$ cat src/rtl/regfile_write_arbiter_pkg.sv
// Shared register-file constants for the writeback arbiter slice.
package regfile_write_arbiter_pkg;

  localparam int REG_ADDR_W = 5;
  localparam int REG_DATA_W = 32;

  localparam logic [REG_ADDR_W-1:0] REG_ZERO = 5'd0;
  localparam logic [REG_ADDR_W-1:0] REG_K0   = 5'd26;
  localparam logic [REG_ADDR_W-1:0] REG_K1   = 5'd27;

  // $0 is hardwired zero; $k0/$k1 are reserved for the kernel.
  localparam logic [31:0] DEF_PROT_MASK = (32'd1 << REG_ZERO)
                                        | (32'd1 << REG_K0)
                                        | (32'd1 << REG_K1);

endpackage

$ cat src/rtl/regfile_write_arbiter_rr_arb2.sv
// Two-way round-robin grant with a single priority-pointer flop.
module rr_arb2
  import regfile_write_arbiter_pkg::*;
(
  input  logic Clk,
  input  logic Rst,
  input  logic Hold,
  input  logic req_a,
  input  logic req_b,
  output logic gnt_a,
  output logic gnt_b
);

  logic pri;
  logic en;

  // Grants are combinational so a requester sees acceptance in its own cycle.
  always_comb begin
    en    = ~Rst & ~Hold;
    gnt_a = en & req_a & (~req_b | ~pri);
    gnt_b = en & req_b & (~req_a |  pri);
  end

  // Pointer moves to the port that lost; it holds when nothing transfers.
  always_ff @(posedge Clk) begin
    if (Rst)        pri <= 1'b0;
    else if (gnt_a) pri <= 1'b1;
    else if (gnt_b) pri <= 1'b0;
  end

endmodule

$ cat src/rtl/regfile_write_arbiter.sv
// Arbitrates ALU and load writebacks onto the single register-file write
// port, silently dropping (and counting) writes to protected registers.
module regfile_write_arbiter
  import regfile_write_arbiter_pkg::*;
#(
  parameter logic [31:0] PROT_MASK = DEF_PROT_MASK,
  parameter int          CNT_W     = 8
) (
  input  logic                         Clk,
  input  logic                         Rst,
  input  logic                         Hold,
  input  logic                         A_Valid,
  input  logic [REG_ADDR_W-1:0]        A_Addr,
  input  logic signed [REG_DATA_W-1:0] A_Data,
  output logic                         A_Ready,
  input  logic                         B_Valid,
  input  logic [REG_ADDR_W-1:0]        B_Addr,
  input  logic signed [REG_DATA_W-1:0] B_Data,
  output logic                         B_Ready,
  output logic                         RegWrite,
  output logic [REG_ADDR_W-1:0]        WAddr,
  output logic signed [REG_DATA_W-1:0] WData,
  output logic                         Drop,
  output logic [CNT_W-1:0]             DropCount
);

  function automatic logic [CNT_W-1:0] sat_inc(input logic [CNT_W-1:0] c);
    return (&c) ? c : c + CNT_W'(1);
  endfunction

  logic                         gnt_a_p0, gnt_b_p0;
  logic                         xfer_p0, prot_p0;
  logic [REG_ADDR_W-1:0]        addr_p0;
  logic signed [REG_DATA_W-1:0] data_p0;

  logic                         vld_p1, drop_p1;
  logic [REG_ADDR_W-1:0]        waddr_p1;
  logic signed [REG_DATA_W-1:0] wdata_p1;
  logic [CNT_W-1:0]             cnt_p1;

  rr_arb2 u_arb (
    .Clk   (Clk),
    .Rst   (Rst),
    .Hold  (Hold),
    .req_a (A_Valid),
    .req_b (B_Valid),
    .gnt_a (gnt_a_p0),
    .gnt_b (gnt_b_p0)
  );

  assign A_Ready = gnt_a_p0;
  assign B_Ready = gnt_b_p0;

  // Stage p0: mux the granted request and classify its destination.
  always_comb begin
    xfer_p0 = gnt_a_p0 | gnt_b_p0;
    addr_p0 = gnt_b_p0 ? B_Addr : A_Addr;
    data_p0 = gnt_b_p0 ? B_Data : A_Data;
    prot_p0 = PROT_MASK[addr_p0];
  end

  // Stage p1: registered write strobe, payload, drop pulse and drop counter.
  // Address/data only update on a real write so protected values never leak.
  always_ff @(posedge Clk) begin
    if (Rst) begin
      vld_p1   <= 1'b0;
      drop_p1  <= 1'b0;
      waddr_p1 <= '0;
      wdata_p1 <= '0;
      cnt_p1   <= '0;
    end else begin
      vld_p1  <= xfer_p0 & ~prot_p0;
      drop_p1 <= xfer_p0 &  prot_p0;
      if (xfer_p0 && !prot_p0) begin
        waddr_p1 <= addr_p0;
        wdata_p1 <= data_p0;
      end
      if (xfer_p0 && prot_p0) cnt_p1 <= sat_inc(cnt_p1);
    end
  end

  assign RegWrite  = vld_p1;
  assign Drop      = drop_p1;
  assign WAddr     = waddr_p1;
  assign WData     = wdata_p1;
  assign DropCount = cnt_p1;

endmodule
$ cat config.mk
export PLATFORM = sky130hd
export DESIGN_NAME = regfile_write_arbiter
export DESIGN_NICKNAME = d
export VERILOG_FILES = /design/src/rtl/regfile_write_arbiter_pkg.sv /design/src/rtl/regfile_write_arbiter_rr_arb2.sv /design/src/rtl/regfile_write_arbiter.sv
export SDC_FILE = /design/constraint.sdc
export NUM_CORES = 1
export LEC_CHECK = 0
export CAP_MARGIN = 20
export CELL_PAD_IN_SITES_DETAIL_PLACEMENT = 0
export CELL_PAD_IN_SITES_GLOBAL_PLACEMENT = 1
export CORE_MARGIN = 2
export CORE_UTILIZATION = 28
export CTS_CLUSTER_DIAMETER = 150
export DETAILED_ROUTE_END_ITERATION = 8
export PLACE_DENSITY_LB_ADDON = 0.1
export SETUP_SLACK_MARGIN = 0.2
export SYNTH_ARGS = -nofsm -noshare
export SYNTH_HDL_FRONTEND = slang
export SYNTH_SLANG_ARGS = --single-unit
export TNS_END_PERCENT = 30
$ cat constraint.sdc
create_clock -name Clk -period 2.5 [get_ports Clk]
set_clock_uncertainty 0.1 [all_clocks]
set_input_delay 0.5 -clock Clk [delete_from_list [all_inputs] [get_ports Clk]]
set_output_delay 0.5 -clock Clk [all_outputs]
set_load 0.03 [all_outputs]
==> impl_metrics.csv <==
group,metric,value,unit
routing,drt_iter0_markers,50,
global_routing,overflow,0,
yosys,synthTopCellsByArea,"dfxtp_1, mux2i_1, a21oi_1",
routing,vias,2369,
yosys,yosys_warnings,0,
sta,tightestPinTransition,0.575,ns
clock_network,htree_levels,2,
run,max_cap_viol_count,0,
clock_network,cts_buffers,5,
global_routing,grt_pass1_wl,11.1,mm
yosys,synth-async-reset-ratio,0,
yosys,netlist_area,2400,um2
place,hpwlAfterDp,5.15,mm
floorplanning,dieWidth,96.5,um
sta,hold_viol_final,0,
sta,slew_viol_final,0,
yosys,seq_area_frac_synth,0.401,
global_routing,grt_pass1_vias,2294,
yosys,synth_common_cells,"dfxtp_1, a21oi_1, mux2i_1",
floorplanning,initial_core_util,0.290,
layout,nFillCells,775,
routing,drc,0,
worst_setup_path,slowest_delay,0.44,ns
routing,routed_wl,7.17,mm
layout,areaGrowthSynthToFinish,67.1,%
worst_setup_path,critPathMaxFanout,4,
floorplanning,io_pins,128,
place,place_area,3860,um2
global_routing,antenna_found_initial,0,
floorplanning,core-area,8260,um2
layout,n_antenna_cell,0,
status,status,"finished, final reports clean",
yosys,synthCells,245,
worst_setup_path,crit_chain,"clkdlybuf4s50_1 -> nor4_2 -> o21ba_2 -> nand4_1 -> buf_4 -> a21oi_1 -> mux2i_1",
floorplanning,rows,33,
clock_network,cts-root-buf,"clkbuf_8",
yosys,synth.distinct_cells,42,
layout,drive_above_1_share,0.158,
yosys,ys_ff_latch,48,
layout,layout.nets,460,
yosys,syn_avg_cell_area,9.78,um2
routing,firstDrtPassIters,4,
floorplanning,chipHeight,96.5,um
global_routing,grt_usage,0.155,
floorplanning,die_area,9310,um2
clock_network,clk_pin_slew,0.09,ns
worst_setup_path,cp-end-kind,"flop",
layout,fin_area,4000,um2
worst_setup_path,cp.required,2.63,ns
yosys,synth_edf_count,0,
yosys,ys.flop_type,"dfxtp_1",
sta,min_period,2.22,ns
sta,relSlewSlack,0.616,
clock_network,cts_tree,"done",
power,p_leak,1.63,nW
yosys,synth_most_common_cell,"dfxtp_1",
place,routabilityCongestion,0.782,
worst_setup_path,crit_type,"in2reg",
power,ir_drop,0.000181,V
worst_setup_path,cpMaxStageDelayCell,"clkdlybuf4s50_1",
place,portBuffers,127,
routing,post_drt_via_cell_ratio,4.88,
sta,fin_crit_sh,0.888,
clock_network,clk-insertion-delay-late,0.30,ns
sta,timing.fmax,451,MHz
clock_network,clockBufferDepth,2,
worst_setup_path,arrival,2.35,ns
power,power_density,456,nW/um2
yosys,yosys.area.top_type_share,0.401,
clock_network,numClockSinks,48,
routing,final_antenna_net_count,0,
worst_setup_path,crit_path_start_kind,"primary input",
yosys,synth_top_area_cell,"dfxtp_1",
worst_hold_path,hold_path.class,"reg2reg",
global_routing,grt_max_degree,47,
routing,routedWlPerCell,14.8,um
sta,setup_viol,0,
yosys,syn_nets,325,
sta,rsz0062_at_grt,"no",
sta,whs,0.387,ns
-- logic make-up (layout without fill, tap and decap cells) --
| logic type | after synthesis | count (layout) | synth area share |
|---|---|---|---|
| compound gates | 92 | 92 | 0.271 |
| flops | 48 | 48 | 0.401 |
| mux | 43 | 43 | 0.182 |
| simple gates | 37 | 37 | 0.0919 |
| buf+inv | 24 | 159 | 0.0491 |
| fa+ha+maj | 1 | 1 | 0.00522 |
-- what timing repair did --
| action | 4_1_cts | 5_1_grt |
|---|---|---|
| cloned | 0 | 0 |
| resized for setup | 3 | 8 |
| setup endpoints to repair | 4 | 28 |
| setup buffers | 1 | 0 |
| pin swaps | 4 | 5 |
| hold buffers | 0 | 0 |
-- metrics by stage --
stage | std cells | utilization | setup TNS (ns) | setup slack, ns | power [mW]
6_report | 485 | 0.485 | 0 | 0.281 | 1.83
5_1_grt | 485 | 0.485 | 0 | 0.166 | 1.92
2_1_floorplan | 245 | - | 0 | 0.354 | 1.09
3_3_place_gp | 477 | 0.468 | -1.67 | -0.207 | 1.35
3_5_place_dp | 477 | 0.468 | -2.38 | -0.230 | 1.35
4_1_cts | 485 | 0.481 | 0 | 0.196 | 1.85
-- area by class of cell --
type                    count  area [um2]  area share
repair buffers            148        1440       0.359
multi-input cells         173        1360       0.340
flip-flops and latches     48         961       0.240
well taps                 105         131      0.0328
clock buffers               7        96.3      0.0241
inverters                   4        17.5     0.00437
-- state kept, by name, summed over array words and instances, names as in the netlist --
signal,count
WAddr,5
Drop,1
u_arb.pri,1
DropCount,8
WData,32
RegWrite,1
-- report_power, final --
part	switching, mW	leakage [nW]	internal [mW]
sequential	0.0212	0.393	0.806
clock	0.251	0.0503	0.247
combinational	0.241	1.19	0.260
total	0.513	1.63	1.31
-- final timing paths --
| check | end | from | slack [ns] | depth (start not counted) |
|---|---|---|---|---|
| max | DropCount[4] | B_Addr[3] | 0.28 | 7 |
| min | WAddr[2] | WAddr[2] | 0.39 | 2 |
| max reg2reg | DropCount[4] | DropCount[0] | 0.65 | 6 |
| min reg2reg | WAddr[2] | WAddr[2] | 0.39 | 2 |
-- worst max-delay path, delay by kind of cell --
| kind | cells | cell delay, ns |
|---|---|---|
| buffers and inverters | 2 | 0.66 |
| AND/OR/NAND/NOR | 2 | 0.57 |
| AO/OA/AOI/OAI | 2 | 0.42 |
| multiplexers | 1 | 0.20 |
-- cells in the final DEF, fill, tap and decap left out, drive strengths merged --
cell type | synthesis | final
o2111ai | 1 | 1
or4 | 1 | 1
o21a | 1 | 1
mux2 | 4 | 4
nand2b | 1 | 1
o211ai | 2 | 2
buf | 11 | 24
and2 | 2 | 2
a211oi | 36 | 36
nand2 | 5 | 5
clkbuf | 9 | 7
nor2 | 6 | 6
o21ai | 2 | 2
dlygate4sd2 | 0 | 2
and4 | 1 | 1
a32oi | 1 | 1
o311a | 1 | 1
nor4 | 1 | 1
dfxtp | 48 | 48
mux2i | 39 | 39
nand3 | 7 | 7
nor2b | 3 | 3
o21ba | 1 | 1
ha | 1 | 1
dlymetal6s2s | 0 | 2
a22oi | 1 | 1
nand4 | 3 | 3
and3 | 3 | 3
a21oi | 43 | 43
clkdlybuf4s50 | 0 | 120
inv | 4 | 4
a21o | 1 | 1
or3 | 1 | 1
o31ai | 1 | 1
a31o | 1 | 1
nor3 | 3 | 3
-- layer usage --
layer  part of all wire  GRT usage  vias up  routed length, um
met5                  0          0        -                  0
met4             0.0098     0.0387        0                 70
met3              0.077     0.0427        6                552
met2               0.45      0.255       77               3260
met1               0.46      0.201     1091               3290
li1                   -          -     1195                  -
Note: power is estimated with default switching activity, not from simulation.
==> edit: new RTL, same flow settings <==
The package constant `REG_DATA_W` goes from 32 to 16.
--- a/src/rtl/regfile_write_arbiter_pkg.sv
+++ b/src/rtl/regfile_write_arbiter_pkg.sv
@@ -4,3 +4,3 @@
   localparam int REG_ADDR_W = 5;
-  localparam int REG_DATA_W = 32;
+  localparam int REG_DATA_W = 16;
 
Interface: changed (resized A_Data, B_Data and WData); port bits go from 128 to 80. No check against the original RTL was run, so the function may have changed too.
==> edit against the unedited design <==
- wire length fell by 39%
- via count decreased by 31%
- cell area fell by 34%
- non-clock buffer count decreased by 46
- worst setup slack worse by 49 ps
- synthesized area decreased by 40%
- largest power group unchanged
- critical endpoint unchanged
- synthesized cell count is 27% lower
- core utilization increased by 6.0 points
- sequential cell count fell by 16
- sequential share of layout area increased by 0.42 points
- power down 31%
==> edit: results (changes against the unedited design) <==
| Metric | Value |
|---|---|
| Status | `finished clean (unchanged)` |
| Post-Synth Adder-Cell Area | `0.877% (was 0.522%)` |
| Worst reg2reg path depth | `5 (was 6)` |
| Worst setup margin | `232 ps (was 281 ps)` |
| DP HPWL | `3.19 mm (was 5.15 mm)` |
| PortBufs | `79 (was 127)` |
| Max reg flops | `16 (was 32)` |
| First-pass GRT wire length | `6.83 mm (was 11.1 mm)` |
| Final Net Count | `323 (was 460)` |
| Peak supply drop | `0.000239 V (was 0.000181 V)` |
| CP Max Fanout | `9 (was 4)` |
| Most frequent cells after synthesis | `43 x nand2_1, 32 x dfxtp_1, 22 x nor2_1 (was 48 x dfxtp_1, 43 x a21oi_1, 39 x mux2i_1)` |
| Critical-path top delay cell | `or4_4 (was clkdlybuf4s50_1)` |
| Total Wirelength | `4.35 mm (was 7.17 mm)` |
| Dpl ws | `-176 ps (was -230 ps)` |
| Leakage | `1.00 nW (was 1.63 nW)` |
| Synth Area in Compound Gates | `23.2% (was 27.1%)` |
| Top cells by area, synth | `dfxtp_1 45%, a311oi_1 12%, nand2_1 11%, nor2_1 5.8%, nand3_1 2.8% (was dfxtp_1 40%, mux2i_1 16%, a21oi_1 9.0%, a211oi_1 7.8%, a211oi_2 5.7%)` |
| Netlist cell types | `28 (was 42)` |
| Final GP Congestion | `0.723 (was 0.782)` |
| Layout Cells excl Fill | `343 (was 485)` |
| Clk Latency, worst-skew pair | `280 ps (was 300 ps)` |
| Reg-to-reg slack, setup | `620 ps (was 650 ps)` |
| Mapped Nets | `227 (was 325)` |
| Syn Area/Cell | `7.97 µm² (was 9.78 µm²)` |
| Net switching power | `0.000346 W (was 0.000513 W)` |
| Slew margin rel. | `67.4% (was 61.6%)` |
| Sequential area share after synthesis | `44.9% (was 40.1%)` |
| Reg clk slew, reported paths | `70 ps (was 90 ps)` |
| Comb. pwr | `0.000305 W (was 0.000501 W)` |
| M1 GR Usage | `19.8% (was 20.1%)` |
| Seq pwr | `0.000553 W (was 0.000828 W)` |
| Filler cells | `492 (was 775)` |
| Largest net degree at the start of global routing | `29 (was 47)` |
==> edit: kinds of logic after synthesis <==
logic type	Yosys count
adders and majority gates	1
DFF	32
AOI/OAI and AO/OA	42
and+or+nand+nor	86
buffers and inverters	18
==> edit: path summary, 6_finish.rpt <==
| check | startpoint | end |
|---|---|---|
| worst max-delay path | A_Addr[4] | DropCount[4]$_SDFFE_PP0P_ |
| worst min-delay path | WAddr[2]$_SDFFE_PP0P_ | WAddr[2]$_SDFFE_PP0P_ |
| worst max register to register | DropCount[0]$_SDFFE_PP0P_ | DropCount[3]$_SDFFE_PP0P_ |
| worst min register to register | WAddr[2]$_SDFFE_PP0P_ | WAddr[2]$_SDFFE_PP0P_ |
==> edit: metal layers <==
metal | wire length, µm | vias up
li1 | - | 838
met1 | 1900 | 736
met2 | 2060 | 56
met3 | 348 | 4
met4 | 38 | 0
met5 | 0 | -
==> edit: final cells by class <==
type / instances / area, µm² / share of cell area (%)
clock buffer: 6 / 82.6 / 3.15
clock inverter: 2 / 10.0 / 0.381
inverter: 5 / 18.8 / 0.715
multi-input combinational: 129 / 808 / 30.8
sequential: 32 / 641 / 24.4
tap: 67 / 83.8 / 3.20
timing repair buffer: 102 / 980 / 37.3
==> edit: what timing repair did <==
action / CTS / global route
setup buffers: 0 / 2
endpoints found under the hold margin: 0 / 0
resized for setup: 3 / 16
pin swaps: 0 / 8
endpoints found under the setup margin: 5 / 6
==> edit: per-stage QoR <==
step	util [%]	total power, W	hold WS [ps]
finish	54.5	0.00126	359
CTS	52.4	0.00128	367
detailed placement	50.4	0.000868	358
global placement	50.4	0.000867	348
global route	54.5	0.00135	385
floorplan	-	0.000696	374
